<file path="src/rtl/trap_pkg.sv">
// Shared definitions for the trap controller: FSM states, interrupt cause codes,
// interrupt line positions and the cause-register layout.
package trap_pkg;

    typedef enum logic [1:0] {
        ST_IDLE     = 2'd0,
        ST_DRAIN    = 2'd1,
        ST_SWITCH   = 2'd2,
        ST_WAIT_ACK = 2'd3
    } trap_state_e;

    localparam int CODE_W = 5;

    localparam logic [CODE_W-1:0] CODE_MEI = 5'd11;
    localparam logic [CODE_W-1:0] CODE_MSI = 5'd3;
    localparam logic [CODE_W-1:0] CODE_MTI = 5'd7;

    // INT_PEND / INT_EN are ordered {MEI, MTI, MSI}
    localparam int IRQ_MSI = 0;
    localparam int IRQ_MTI = 1;
    localparam int IRQ_MEI = 2;

    localparam int CAUSE_INT_BIT = 63;

    function automatic logic [63:0] int_cause(input logic [CODE_W-1:0] code);
        logic [63:0] c;
        c                = 64'(code);
        c[CAUSE_INT_BIT] = 1'b1;
        return c;
    endfunction

endpackage

</file>
<file path="src/rtl/trap_prio_enc.sv">
// Fixed-priority interrupt selector: MEI beats MSI beats MTI.
module trap_prio_enc
    import trap_pkg::*;
(
    input  logic [2:0]        pend_en,
    output logic              valid,
    output logic [CODE_W-1:0] code
);

    always_comb begin
        valid = |pend_en;
        code  = '0;
        if (pend_en[IRQ_MEI]) begin
            code = CODE_MEI;
        end else if (pend_en[IRQ_MSI]) begin
            code = CODE_MSI;
        end else if (pend_en[IRQ_MTI]) begin
            code = CODE_MTI;
        end
    end

endmodule

</file>
<file path="src/rtl/trap_ctrl.sv">
// Trap sequencer: captures an exception or interrupt, drains the pipeline,
// strobes the CSR context switch and waits (bounded) for its acknowledge.
module trap_ctrl
    import trap_pkg::*;
#(
    parameter int ACK_TIMEOUT = 15
) (
    input  logic        CLK,
    input  logic        RESET,
    input  logic        EXC_VALID,
    input  logic [4:0]  EXC_CODE,
    input  logic [63:0] EXC_NPC,
    input  logic [2:0]  INT_PEND,
    input  logic [2:0]  INT_EN,
    input  logic        GIE,
    input  logic [63:0] RUN_NPC,
    input  logic        PIPE_EMPTY,
    input  logic        DE_CS,
    output logic        CS,
    output logic [63:0] CAUSE,
    output logic [63:0] NPC,
    output logic        STALL,
    output logic        FLUSH,
    output logic        BUSY,
    output logic        TIMEOUT
);

    localparam int                CNT_W    = (ACK_TIMEOUT < 2) ? 1 : $clog2(ACK_TIMEOUT + 1);
    localparam logic [CNT_W-1:0]  CNT_LAST = CNT_W'(ACK_TIMEOUT - 1);

    trap_state_e       state_q, state_d;
    logic [CNT_W-1:0]  cnt_q, cnt_d;
    logic [63:0]       cause_q, cause_d;
    logic [63:0]       npc_q, npc_d;
    logic              cs_q, cs_d;
    logic              stall_q, stall_d;
    logic              flush_q, flush_d;
    logic              busy_q, busy_d;
    logic              timeout_q, timeout_d;

    logic              irq_valid;
    logic [CODE_W-1:0] irq_code;

    trap_prio_enc u_prio (
        .pend_en (INT_PEND & INT_EN),
        .valid   (irq_valid),
        .code    (irq_code)
    );

    always_comb begin
        state_d   = state_q;
        cnt_d     = cnt_q;
        cause_d   = cause_q;
        npc_d     = npc_q;
        timeout_d = timeout_q;

        case (state_q)
            ST_IDLE: begin
                if (EXC_VALID) begin
                    cause_d = {59'b0, EXC_CODE};
                    npc_d   = EXC_NPC;
                    state_d = ST_DRAIN;
                end else if (GIE && irq_valid) begin
                    cause_d = int_cause(irq_code);
                    npc_d   = RUN_NPC;
                    state_d = ST_DRAIN;
                end
            end
            ST_DRAIN: begin
                if (PIPE_EMPTY) begin
                    state_d = ST_SWITCH;
                end
            end
            ST_SWITCH: begin
                cnt_d   = '0;
                state_d = ST_WAIT_ACK;
            end
            ST_WAIT_ACK: begin
                // An acknowledge on the final allowed cycle still counts as in time
                if (DE_CS) begin
                    cnt_d   = '0;
                    state_d = ST_IDLE;
                end else if (cnt_q == CNT_LAST) begin
                    cnt_d     = '0;
                    timeout_d = 1'b1;
                    state_d   = ST_IDLE;
                end else begin
                    cnt_d = cnt_q + CNT_W'(1);
                end
            end
            default: begin
                state_d = ST_IDLE;
            end
        endcase

        // Outputs are decoded from the next state so they line up with it once registered
        flush_d = (state_q == ST_IDLE) && (state_d == ST_DRAIN);
        cs_d    = (state_d == ST_SWITCH);
        stall_d = (state_d != ST_IDLE);
        busy_d  = (state_d != ST_IDLE);
    end

    always_ff @(posedge CLK) begin
        if (RESET) begin
            state_q   <= ST_IDLE;
            cnt_q     <= '0;
            cause_q   <= '0;
            npc_q     <= '0;
            cs_q      <= 1'b0;
            stall_q   <= 1'b0;
            flush_q   <= 1'b0;
            busy_q    <= 1'b0;
            timeout_q <= 1'b0;
        end else begin
            state_q   <= state_d;
            cnt_q     <= cnt_d;
            cause_q   <= cause_d;
            npc_q     <= npc_d;
            cs_q      <= cs_d;
            stall_q   <= stall_d;
            flush_q   <= flush_d;
            busy_q    <= busy_d;
            timeout_q <= timeout_d;
        end
    end

    assign CS      = cs_q;
    assign CAUSE   = cause_q;
    assign NPC     = npc_q;
    assign STALL   = stall_q;
    assign FLUSH   = flush_q;
    assign BUSY    = busy_q;
    assign TIMEOUT = timeout_q;

endmodule

</file>
<file path="config.mk">
export PLATFORM = sky130hd
export DESIGN_NAME = trap_ctrl
export DESIGN_NICKNAME = d
export VERILOG_FILES = /design/src/rtl/trap_pkg.sv /design/src/rtl/trap_prio_enc.sv /design/src/rtl/trap_ctrl.sv
export SDC_FILE = /design/constraint.sdc
export NUM_CORES = 1
export LEC_CHECK = 0
export ABC_AREA = 0
export BUFFER_PORTS_ARGS = -buffer_cell sky130_fd_sc_hd__buf_2
export CAP_MARGIN = 30
export CORE_MARGIN = 1.5
export CORE_UTILIZATION = 45
export DETAILED_ROUTE_END_ITERATION = 12
export PLACE_DENSITY = 0.82
export SKIP_LAST_GASP = 1
export SLEW_MARGIN = 40
export SYNTH_ARGS = -nofsm -noshare
export SYNTH_HDL_FRONTEND = slang
export SYNTH_SLANG_ARGS = --single-unit
</file>
<file path="constraint.sdc">
create_clock -name CLK -period 2.1 [get_ports CLK]
set_input_delay 0.21 -clock CLK [delete_from_list [all_inputs] [get_ports CLK]]
set_output_delay 0.21 -clock CLK [all_outputs]
set_load 0.01 [all_outputs]
</file>
==> impl_metrics.py <==
metrics = {
    "status": {
        "status": "finished, final reports clean",
    },
    "sta": {
        "fin_tns_setup_ns": 0,
        "rsz0062_at_grt": "false",
        "timing.fmax_mhz": 569,
        "worst-slew-pin-transition_ns": 0.554,
        "slew-limit-headroom_pct": 63.1,
        "finalHoldViolCount": 0,
        "setup_viol": 0,
        "finalMaxSlewViolations": 0,
        "finalCritPeriodShare_pct": 83.7,
        "min_period_ns": 1.76,
        "skew_ns": 0.00420,
    },
    "floorplan": {
        "start_util_pct": 46.1,
        "fp.coreArea_um2": 10800,
        "die_area_um2": 11700,
        "die_x_um": 108,
        "io_pins": 278,
        "die_y_um": 108,
        "core.rowCount": 38,
    },
    "clock_network": {
        "cts_sinks": 80,
        "clockRootBuffer": "clkbuf_8",
        "clk_pin_slew_ns": 0.08,
        "htreeDepth": 3,
        "clk_latency_ns": 0.34,
        "cts_made_buffers": 9,
        "cts_hold_buf": 0,
        "cts_tree": "built",
        "post-cts-setup-buffers": 0,
        "cts_resized": 0,
        "clk_path_buf_depth": 2,
    },
    "synthesis": {
        "syn_avg_cell_area_um2": 10.1,
        "netlist_instances": 496,
        "synth_xor_area_share_pct": 0,
        "ys_ff_latch": 80,
        "synth.distinct_cells": 37,
        "synthFlopType": "dfxtp_1",
        "synthTopCellsByArea": "dfxtp_1 32%, mux2_4 19%, mux2i_1 13%, buf_4 8.9%, nor2b_1 8.5%",
        "synth_edf_count": 0,
        "synth.most_common_cell": "dfxtp_1",
        "synth_largest_area_cell": "dfxtp_1",
        "synth_compound_area_share_pct": 3.46,
        "synth_top_family_by_area": "multiplexers",
        "synthAdderAreaFrac_pct": 0.501,
        "synth_mux_area_share_pct": 32.7,
        "ys_warn_count": 0,
        "yosysTopAreaCellShare_pct": 32.1,
        "syn_area_um2": 4990,
        "async_flop_share_pct": 0,
        "ys_seq_area_share_pct": 32.1,
        "netlist_top_cells_count": "80 x dfxtp_1, 69 x nor2_1, 68 x nor2b_1, 66 x mux2i_1, 64 x mux2_4",
        "yosys.area_share.simple_pct": 16.4,
    },
    "drt": {
        "ant_nets": 0,
        "wire_per_inst_um": 12.4,
        "drc_errors": 0,
        "dr_total_vias": 3921,
        "dr.pass1.iters": 6,
        "routed_wl_um": 10500,
        "vias_per_cell": 4.63,
        "initialDrtViolationCount": 124,
    },
    "layout": {
        "nNetsFinal": 848,
        "fin_util_pct": 56.2,
        "n_fill_cell": 971,
        "seqCellArea_um2": 1600,
        "syn2layout_area_growth_pct": 21.9,
        "drive_gt1_share_pct": 44.8,
        "layout.cells.non_filler": 846,
        "final_cell_area_um2": 6090,
        "multi_input_area_um2": 2880,
        "num_antenna_cells": 0,
    },
    "power_and_ir_drop": {
        "power.total_mw": 4.07,
        "power.density_nw_per_um2": 669,
        "power_leakage_nw": 3.30,
        "peakVddDrop_v": 0.000355,
    },
    "placement": {
        "io_buffers": 219,
        "dpl.cell_count": 830,
        "gp_congestion": 0.763,
        "dpl_cell_area_um2": 5900,
        "place_hpwl_um": 7980,
    },
    "worst_setup_path": {
        "worstPathCellList": "or2_2 > a211o_4 > buf_12 > mux2_4",
        "critPathTopFamily": "flip-flops",
        "crit_type": "reg -> reg",
        "cpMaxStageDelayCell": "dfxtp_1",
        "cp_max_fo": 40,
        "critPathLaunchType": "flop",
        "endpoint_kind": "flop",
        "path_buf_inv": 1,
        "worstPathRequired_ns": 2.33,
        "cp_data_arrival_time_ns": 1.99,
        "worst_path_largest_cell_delay_ns": 0.40,
    },
    "grt": {
        "grt_pass1_wl_um": 15800,
        "grt_pass1_vias": 3458,
        "grt-ovfl-total": 0,
        "antenna_found_initial": 0,
        "grt_max_degree": 53,
        "grtUsageTotal_pct": 16.9,
    },
    "hold_path": {
        "hp-class": "in -> reg",
    },
    "flow_run": {
        "max_cap_viol_count": 0,
    },
}
==> worst min-delay path, cell delays in order <==
cell	delay, ns
buf_2	0.11
nand3b_1	0.10
nor2_1	0.05
==> stage by stage <==
stage / hold slack, ns / worst slack (ns)
global placement: 0.457 / 0.311
finish: 0.160 / 0.343
floorplan: 0.374 / 0.438
global route: 0.161 / 0.283
detailed placement: 0.466 / 0.296
CTS: 0.136 / 0.335
==> cell type report <==
type / count / share of cell area (%)
well taps: 140 / 2.88
inverters: 7 / 0.432
clock buffers: 9 / 2.03
clock inverters: 7 / 1.03
multi-input cells: 373 / 47.3
flip-flops and latches: 80 / 26.3
repair buffers: 230 / 20.1
==> routing by layer <==
layer	wire, um	vias up	GRT usage [%]
met3	836	14	4.70
met1	4430	1804	19.7
met4	146	0	5.55
met2	5060	159	29.9
met5	0	-	0
li1	-	1944	-
==> power breakdown <==
group	switching (mW)	internal (mW)	leakage, nW	total, mW
registers	0.0810	1.68	0.658	1.76
logic	0.566	0.651	2.54	1.22
clock network	0.549	0.539	0.0985	1.09
total	1.20	2.87	3.30	4.07
==> cell usage in the layout (no fill, tap or decap), types with 4 or more instances in the layout <==
| master | netlist | final |
|---|---|---|
| a21oi_1 | 6 | 6 |
| buf_2 | 8 | 217 |
| buf_4 | 59 | 10 |
| clkbuf_8 | 0 | 9 |
| clkinv_2 | 0 | 5 |
| conb_1 | 1 | 58 |
| dfxtp_1 | 80 | 80 |
| inv_1 | 7 | 7 |
| mux2_4 | 64 | 64 |
| mux2i_1 | 66 | 66 |
| nand2b_1 | 6 | 6 |
| nand3b_1 | 4 | 4 |
| nor2_1 | 69 | 69 |
| nor2b_1 | 68 | 68 |
==> final timing paths <==
path              startpoint        to  slack (ns)  cells after the start
setup / recovery  state_q[1]   NPC[42]        0.34                      4
hold / removal    PIPE_EMPTY        CS        0.16                      3
setup reg to reg  state_q[1]   NPC[42]        0.34                      4
hold reg to reg     CAUSE[2]  CAUSE[2]        0.47                      2
==> registers in the layout, indices dropped and copies added (netlist names) <==
signal,count
state_q,2
CAUSE,6
FLUSH,1
BUSY,1
CS,1
cnt_q,4
NPC,64
TIMEOUT,1
==> cell families (layout without fill, tap and decap cells) <==
family / Yosys count / count (layout)
simple gates: 158 / 158
buf+inv: 100 / 253
compound gates: 24 / 24
flops: 80 / 80
mux: 131 / 131
other cells: 1 / 58
fa+ha+maj: 2 / 2
Power figures use the tool's default switching activity.
